==> config.mk <==
export PLATFORM = sky130hd
export DESIGN_NAME = muldiv_unit_flat
export DESIGN_NICKNAME = d
export VERILOG_FILES = /design/src/rtl/muldiv_pkg.sv /design/src/rtl/muldiv_if.sv /design/src/rtl/muldiv_step.sv /design/src/rtl/muldiv_unit.sv /design/src/flat_wrapper.sv
export SDC_FILE = /design/constraint.sdc
export NUM_CORES = 1
export LEC_CHECK = 0
export BUFFER_PORTS_ARGS = -buffer_cell sky130_fd_sc_hd__buf_2
export CAP_MARGIN = 5
export CORE_ASPECT_RATIO = 0.6
export CORE_MARGIN = 10
export CORE_UTILIZATION = 31
export DETAILED_ROUTE_END_ITERATION = 8
export SYNTH_ARGS = -nofsm -noshare
export SYNTH_HDL_FRONTEND = slang
export SYNTH_SLANG_ARGS = --single-unit
==> constraint.sdc <==
create_clock -name clk -period 12.1 [get_ports clk]
set_input_delay 1.21 -clock clk [delete_from_list [all_inputs] [get_ports clk]]
set_output_delay 1.21 -clock clk [all_outputs]
set_load 0.005 [all_outputs]
==> src/rtl/muldiv_pkg.sv <==
// Shared definitions for the iterative multiply/divide unit: opcode
// encodings, sequencer states and the magnitude helper.
package muldiv_pkg;

    localparam logic [2:0] OP_MULT  = 3'd0;
    localparam logic [2:0] OP_MULTU = 3'd1;
    localparam logic [2:0] OP_DIV   = 3'd2;
    localparam logic [2:0] OP_DIVU  = 3'd3;
    localparam logic [2:0] OP_MTHI  = 3'd4;
    localparam logic [2:0] OP_MTLO  = 3'd5;

    // Widest operand the helper can handle; the unit zero-extends into it.
    localparam int MAX_XLEN = 128;

    typedef enum logic [1:0] {
        IDLE = 2'd0,
        MUL  = 2'd1,
        DIV  = 2'd2,
        FIX  = 2'd3
    } state_t;

    // Magnitude of a w-bit two's complement value held in the low w bits of v.
    // The most-negative value maps to itself, read as an unsigned magnitude.
    function automatic logic [MAX_XLEN-1:0] abs_val(input logic [MAX_XLEN-1:0] v,
                                                    input int w);
        logic [MAX_XLEN-1:0] mask;
        logic [MAX_XLEN-1:0] sign_sh;
        mask    = {MAX_XLEN{1'b1}} >> (MAX_XLEN - w);
        sign_sh = v >> (w - 1);
        if (sign_sh[0])
            abs_val = (~v + MAX_XLEN'(1)) & mask;
        else
            abs_val = v & mask;
    endfunction

endpackage

==> src/rtl/muldiv_if.sv <==
// Issue/result bundle between the EX stage and the multiply/divide unit.
interface muldiv_if #(parameter int XLEN = 32);

    logic            start_i;
    logic [2:0]      op_i;
    logic [XLEN-1:0] a_i;
    logic [XLEN-1:0] b_i;
    logic            flush_i;
    logic            busy_o;
    logic            done_o;
    logic [XLEN-1:0] hi_o;
    logic [XLEN-1:0] lo_o;

    // Pipeline side: issues operations, watches busy/done and reads HI/LO.
    modport master (
        output start_i, op_i, a_i, b_i, flush_i,
        input  busy_o, done_o, hi_o, lo_o
    );

    // Unit side.
    modport slave (
        input  start_i, op_i, a_i, b_i, flush_i,
        output busy_o, done_o, hi_o, lo_o
    );

endinterface

==> src/rtl/muldiv_step.sv <==
// One iteration of the shared datapath: a radix-2 shift-add multiply step
// or a restoring shift-subtract divide step on a 2*XLEN accumulator.
// Multiply: acc = {partial high, remaining multiplier bits}, operand = multiplicand.
// Divide:   acc = {partial remainder, remaining dividend/quotient bits}, operand = divisor.
module muldiv_step #(
    parameter int XLEN = 32
) (
    input  logic [2*XLEN-1:0] acc,
    input  logic [XLEN-1:0]   operand,
    input  logic              is_div,
    output logic [2*XLEN-1:0] acc_next
);

    logic [XLEN-1:0]   addend;
    logic [XLEN:0]     mul_sum;
    logic [2*XLEN-1:0] mul_next;
    logic [XLEN:0]     rem_shift;
    logic [XLEN:0]     diff;
    logic [2*XLEN-1:0] div_next;

    // Multiplicand gated by the current multiplier LSB.
    generate
        for (genvar gi = 0; gi < XLEN; gi++) begin : g_addend
            assign addend[gi] = operand[gi] & acc[0];
        end
    endgenerate

    assign mul_sum  = {1'b0, acc[2*XLEN-1:XLEN]} + {1'b0, addend};
    assign mul_next = {mul_sum, acc[XLEN-1:1]};

    // Remainder shifted left with the next dividend bit; the top bit of the
    // difference is the borrow that decides whether to restore.
    assign rem_shift = {acc[2*XLEN-1:XLEN], acc[XLEN-1]};
    assign diff      = rem_shift - {1'b0, operand};
    assign div_next  = diff[XLEN] ? {rem_shift[XLEN-1:0], acc[XLEN-2:0], 1'b0}
                                  : {diff[XLEN-1:0],      acc[XLEN-2:0], 1'b1};

    assign acc_next = is_div ? div_next : mul_next;

endmodule

==> src/rtl/muldiv_unit.sv <==
// Iterative multiply/divide unit with architectural HI/LO registers.
// Mul/div run XLEN iterations on unsigned magnitudes followed by one sign
// fix-up cycle; MTHI/MTLO write directly from IDLE.
module muldiv_unit
    import muldiv_pkg::*;
#(
    parameter int XLEN = 32
) (
    input  logic      clk,
    input  logic      rst,
    muldiv_if.slave   bus
);

    localparam int CNT_W = $clog2(XLEN + 1);

    state_t            state_reg,   state_next;
    logic [CNT_W-1:0]  cnt_reg,     cnt_next;
    logic [2*XLEN-1:0] acc_reg,     acc_next;
    logic [XLEN-1:0]   opnd_reg,    opnd_next;
    logic              is_div_reg,  is_div_next;
    logic              neg_res_reg, neg_res_next;
    logic              neg_rem_reg, neg_rem_next;
    logic              dz_reg,      dz_next;
    logic              busy_reg,    busy_next;
    logic              done_reg,    done_next;
    logic [XLEN-1:0]   hi_reg,      hi_next;
    logic [XLEN-1:0]   lo_reg,      lo_next;

    logic              is_signed;
    logic              sign_a;
    logic              sign_b;
    logic [XLEN-1:0]   mag_a;
    logic [XLEN-1:0]   mag_b;
    logic [2*XLEN-1:0] step_acc;
    logic [2*XLEN-1:0] prod_fix;
    logic [XLEN-1:0]   quot_fix;
    logic [XLEN-1:0]   rem_fix;

    muldiv_step #(.XLEN(XLEN)) u_step (
        .acc      (acc_reg),
        .operand  (opnd_reg),
        .is_div   (is_div_reg),
        .acc_next (step_acc)
    );

    // Operand magnitudes and sign flags for the op being issued.
    always_comb begin
        is_signed = (bus.op_i == OP_MULT) || (bus.op_i == OP_DIV);
        sign_a    = is_signed & bus.a_i[XLEN-1];
        sign_b    = is_signed & bus.b_i[XLEN-1];
        mag_a     = is_signed ? XLEN'(abs_val(MAX_XLEN'(bus.a_i), XLEN)) : bus.a_i;
        mag_b     = is_signed ? XLEN'(abs_val(MAX_XLEN'(bus.b_i), XLEN)) : bus.b_i;
    end

    // Sign fix-up of the finished magnitudes.
    always_comb begin
        prod_fix = neg_res_reg ? (~acc_reg + (2*XLEN)'(1)) : acc_reg;
        quot_fix = neg_res_reg ? (~acc_reg[XLEN-1:0] + XLEN'(1)) : acc_reg[XLEN-1:0];
        rem_fix  = neg_rem_reg ? (~acc_reg[2*XLEN-1:XLEN] + XLEN'(1)) : acc_reg[2*XLEN-1:XLEN];
    end

    // Sequencer next-state and datapath control.
    always_comb begin
        state_next   = state_reg;
        cnt_next     = cnt_reg;
        acc_next     = acc_reg;
        opnd_next    = opnd_reg;
        is_div_next  = is_div_reg;
        neg_res_next = neg_res_reg;
        neg_rem_next = neg_rem_reg;
        dz_next      = dz_reg;
        done_next    = 1'b0;
        hi_next      = hi_reg;
        lo_next      = lo_reg;

        case (state_reg)
            IDLE: begin
                if (bus.start_i && !bus.flush_i) begin
                    case (bus.op_i)
                        OP_MULT, OP_MULTU: begin
                            acc_next     = {{XLEN{1'b0}}, mag_b};
                            opnd_next    = mag_a;
                            is_div_next  = 1'b0;
                            neg_res_next = sign_a ^ sign_b;
                            neg_rem_next = 1'b0;
                            dz_next      = 1'b0;
                            cnt_next     = '0;
                            state_next   = MUL;
                        end
                        OP_DIV, OP_DIVU: begin
                            is_div_next  = 1'b1;
                            neg_res_next = sign_a ^ sign_b;
                            neg_rem_next = sign_a;
                            cnt_next     = '0;
                            if (bus.b_i == '0) begin
                                // Divide by zero skips iteration: HI=dividend, LO=all ones.
                                acc_next   = {bus.a_i, {XLEN{1'b1}}};
                                dz_next    = 1'b1;
                                state_next = FIX;
                            end else begin
                                acc_next   = {{XLEN{1'b0}}, mag_a};
                                opnd_next  = mag_b;
                                dz_next    = 1'b0;
                                state_next = DIV;
                            end
                        end
                        OP_MTHI: hi_next = bus.a_i;
                        OP_MTLO: lo_next = bus.a_i;
                        default: ;
                    endcase
                end
            end
            MUL, DIV: begin
                if (bus.flush_i) begin
                    state_next = IDLE;
                end else begin
                    acc_next = step_acc;
                    cnt_next = cnt_reg + CNT_W'(1);
                    if (cnt_reg == CNT_W'(XLEN - 1))
                        state_next = FIX;
                end
            end
            FIX: begin
                state_next = IDLE;
                if (!bus.flush_i) begin
                    done_next = 1'b1;
                    if (dz_reg) begin
                        hi_next = acc_reg[2*XLEN-1:XLEN];
                        lo_next = acc_reg[XLEN-1:0];
                    end else if (is_div_reg) begin
                        hi_next = rem_fix;
                        lo_next = quot_fix;
                    end else begin
                        hi_next = prod_fix[2*XLEN-1:XLEN];
                        lo_next = prod_fix[XLEN-1:0];
                    end
                end
            end
            default: state_next = IDLE;
        endcase

        busy_next = (state_next != IDLE);
    end

    // State and architectural register update with synchronous reset.
    always_ff @(posedge clk) begin
        if (rst) begin
            state_reg   <= IDLE;
            cnt_reg     <= '0;
            acc_reg     <= '0;
            opnd_reg    <= '0;
            is_div_reg  <= 1'b0;
            neg_res_reg <= 1'b0;
            neg_rem_reg <= 1'b0;
            dz_reg      <= 1'b0;
            busy_reg    <= 1'b0;
            done_reg    <= 1'b0;
            hi_reg      <= '0;
            lo_reg      <= '0;
        end else begin
            state_reg   <= state_next;
            cnt_reg     <= cnt_next;
            acc_reg     <= acc_next;
            opnd_reg    <= opnd_next;
            is_div_reg  <= is_div_next;
            neg_res_reg <= neg_res_next;
            neg_rem_reg <= neg_rem_next;
            dz_reg      <= dz_next;
            busy_reg    <= busy_next;
            done_reg    <= done_next;
            hi_reg      <= hi_next;
            lo_reg      <= lo_next;
        end
    end

    assign bus.busy_o = busy_reg;
    assign bus.done_o = done_reg;
    assign bus.hi_o   = hi_reg;
    assign bus.lo_o   = lo_reg;

endmodule

==> src/flat_wrapper.sv <==
// flat-port wrapper written by rule: the top's interface ports become plain ports
module muldiv_unit_flat import muldiv_pkg::*;
#(
    parameter int XLEN = 32
)
  (clk, rst, bus_start_i, bus_op_i, bus_a_i, bus_b_i, bus_flush_i, bus_busy_o, bus_done_o, bus_hi_o, bus_lo_o);
  muldiv_if #(.XLEN(XLEN)) bus_i ();
  input  logic clk;
  input  logic rst;
  input wire logic [$bits(bus_i.start_i)-1:0] bus_start_i;
  input wire logic [$bits(bus_i.op_i)-1:0] bus_op_i;
  input wire logic [$bits(bus_i.a_i)-1:0] bus_a_i;
  input wire logic [$bits(bus_i.b_i)-1:0] bus_b_i;
  input wire logic [$bits(bus_i.flush_i)-1:0] bus_flush_i;
  output wire logic [$bits(bus_i.busy_o)-1:0] bus_busy_o;
  output wire logic [$bits(bus_i.done_o)-1:0] bus_done_o;
  output wire logic [$bits(bus_i.hi_o)-1:0] bus_hi_o;
  output wire logic [$bits(bus_i.lo_o)-1:0] bus_lo_o;
  assign bus_i.start_i = bus_start_i;
  assign bus_i.op_i = bus_op_i;
  assign bus_i.a_i = bus_a_i;
  assign bus_i.b_i = bus_b_i;
  assign bus_i.flush_i = bus_flush_i;
  assign bus_busy_o = bus_i.busy_o;
  assign bus_done_o = bus_i.done_o;
  assign bus_hi_o = bus_i.hi_o;
  assign bus_lo_o = bus_i.lo_o;
  muldiv_unit #(.XLEN(XLEN)) u_core (.clk(clk), .rst(rst), .bus(bus_i));
endmodule
==> results.yml <==
yosys:
  synth-seq-cells: 174
  ys_warn_count: 0
  syn_area_sq_um: 15300
  synth_top_cells_by_count: "292 x nor2_1, 234 x a21oi_1, 193 x nand2_1"
  yosys-top-cells-area: "dfxtp_1 23%, a21oi_1 7.7%, nor2_1 7.2%"
  yosysMostFrequentCell: "nor2_1"
  synth_edf_count: 0
  synth_cells: 2125
  syn_area_per_cell_sq_um: 7.19
  seq_area_frac_synth: 0.228
  yosysTopAreaCellShare: 0.228
  synth_nets: 2269
  ys_async_sr_fraction: 0
  synth_ff_type: "dfxtp_1"
  synth_top_area_cell: "dfxtp_1"
  synth_cell_type_count: 73
power_and_ir_drop:
  netSwitchingPower_uw: 730
  leakagePower_nw: 6.80
  swShare: 0.397
  clkPwrFrac: 0.307
  p_int_mw: 1.11
  power_density_nw_per_um2: 108
  peakVddDrop_mv: 0.0963
  combPwrFrac: 0.348
  power.total_mw: 1.84
  pwr-share-seq: 0.345
floorplan:
  rows: 62
  die_h_microns: 192
  initial_core_util: 0.316
  core_sq_um: 48300
  io_pins: 137
  die_area_sq_um: 58800
  die_w_microns: 307
placement:
  place_hpwl_microns: 56500
  gp_congestion: 0.978
  place_ws_ns: 6.86
  port_buffers: 136
clock_network:
  cts_tree: "done"
  path_clk_slew_ns: 0.07
  htreeDepth: 4
  cts_root_buf: "clkbuf_16"
  cts_resized: 0
  cts.sinks: 174
  postCtsSetupBuffers: 0
  hold_buffers: 0
  clockBufferDepth: 2
  clk_latency_ns: 0.46
  cts_buffers: 17
route:
  drtPass1Iterations: 7
  drcViolationCount: 0
  wirelength_microns: 72300
  dr_total_vias: 16976
  wl_per_cell_microns: 25.7
  avgViaCountPerCell: 6.03
  final_antenna_net_count: 0
  drtIter0Drc: 2478
timing:
  tightest_slew_ns: 1.31
  finClkSkew_ns: 0.0116
  min_period_over_period: 0.421
  final.setup.tns_ns: 0
  final-setup-viol-count: 0
  rsz0062_at_grt: "false"
  fin_ws_ns: 7.00
  maxSlewViolCount: 0
  max_freq_mhz: 196
  period_needed_ns: 5.10
  final-hold-violation-count: 0
  slew-limit-headroom: 0.118
worst_setup_path:
  required_ns: 12.41
  worstSetupPathType: "flop to flop"
  ff2ff_path_depth: 12
  cp-start-kind: "flop"
  endpoint_kind: "flop"
  cp_max_fo: 42
  arrival_ns: 5.41
job:
  cap_violations: 0
final_layout:
  fin_util: 0.352
  synthToLayoutAreaGrowth_pct: 11.3
  largest_reg_flops: 64
  nFillCells: 5190
  drive_above_1_share: 0.117
  nets: 2303
  multi_input_area_sq_um: 11000
  regArea_sq_um: 3480
run_status:
  outcome: "completed"
global_route:
  grt_pass1_vias: 14925
  grtUsageTotal: 0.235
  grt_max_degree: 80
  grt-ovfl-total: 0
  grt_antenna_before_repair: 3
  grt_pass1_wl_microns: 104000
min_path:
  hold_class: "flop to flop"
  min_path_cells: 1
power by group through the flow:
stage	Clock (mW)	Sequential (mW)	Combinational, mW
3_3_place_gp	0	0.642	0.610
3_5_place_dp	0	0.643	0.610
6_report	0.565	0.634	0.639
4_1_cts	0.570	0.630	0.614
5_1_grt	0.591	0.635	0.678
2_1_floorplan	0	0.625	0.400
cells by family after synthesis:
logic type / synth area share
compound gates: 0.278
fa+ha+maj: 0.0608
flops: 0.228
buf+inv: 0.0541
mux: 0.0574
xor+xnor: 0.0998
simple gates: 0.222
through the flow:
step                      cells  instance area [sq um]  hold WS (ns)
after CTS                  2811                  17000         0.453
after floorplan            2125                  15300         0.432
after global placement     2779                  16400         0.430
final                      2813                  17000         0.455
after global routing       2813                  17000         0.471
after detailed placement   2779                  16400         0.437
layout make-up:
class | instances | area share
antenna | 1 | 0.000147
clock buffer | 20 | 0.0263
clock inverter | 12 | 0.00758
inverter | 66 | 0.0146
multi-input combinational | 1739 | 0.648
sequential | 174 | 0.205
tap | 640 | 0.0471
timing repair buffer | 161 | 0.0512
critical path, stage by stage, from the launching register on:
cell	delay, ns
dfxtp_1	0.83
ha_1	0.45
o21a_1	0.22
o211a_1	0.22
o21a_1	0.13
or3_1	0.41
a21boi_0	0.85
o2111ai_1	0.28
o311ai_4	0.12
buf_4	0.53
mux2_2	0.42
a21oi_1	0.34
o31ai_1	0.10
cell usage in the layout (no fill, tap or decap), types with 26 or more instances in the layout:
cell and instances:
mux2i_1 46, a211oi_1 84, ha_1 69, dfxtp_1 173, a21o_1 47, mux2_2 37, buf_2 135, nor2_1 291
a21oi_1 233, nor3_1 66, xnor2_1 91, nand2_1 193, xor2_1 83, nand3_1 31, o21ai_0 110, inv_1 65
buf_4 26
worst paths after layout:
path,slack (ns),end,startpoint
setup / recovery,7.00,u_core.acc_reg[48],u_core.acc_reg[37]
hold / removal,0.45,u_core.bus.hi_o[7],u_core.bus.hi_o[7]
setup reg to reg,7.00,u_core.acc_reg[48],u_core.acc_reg[37]
hold reg to reg,0.45,u_core.bus.hi_o[7],u_core.bus.hi_o[7]
routing by layer:
layer  share of wire  vias to the layer above  track usage
met5          0.0027                        -       0.0207
met4           0.016                        6       0.0421
met3            0.16                       77        0.104
met2            0.35                     1077        0.284
met1            0.48                     8077        0.360
li1                -                     7739            -
Power figures use the tool's default switching activity.
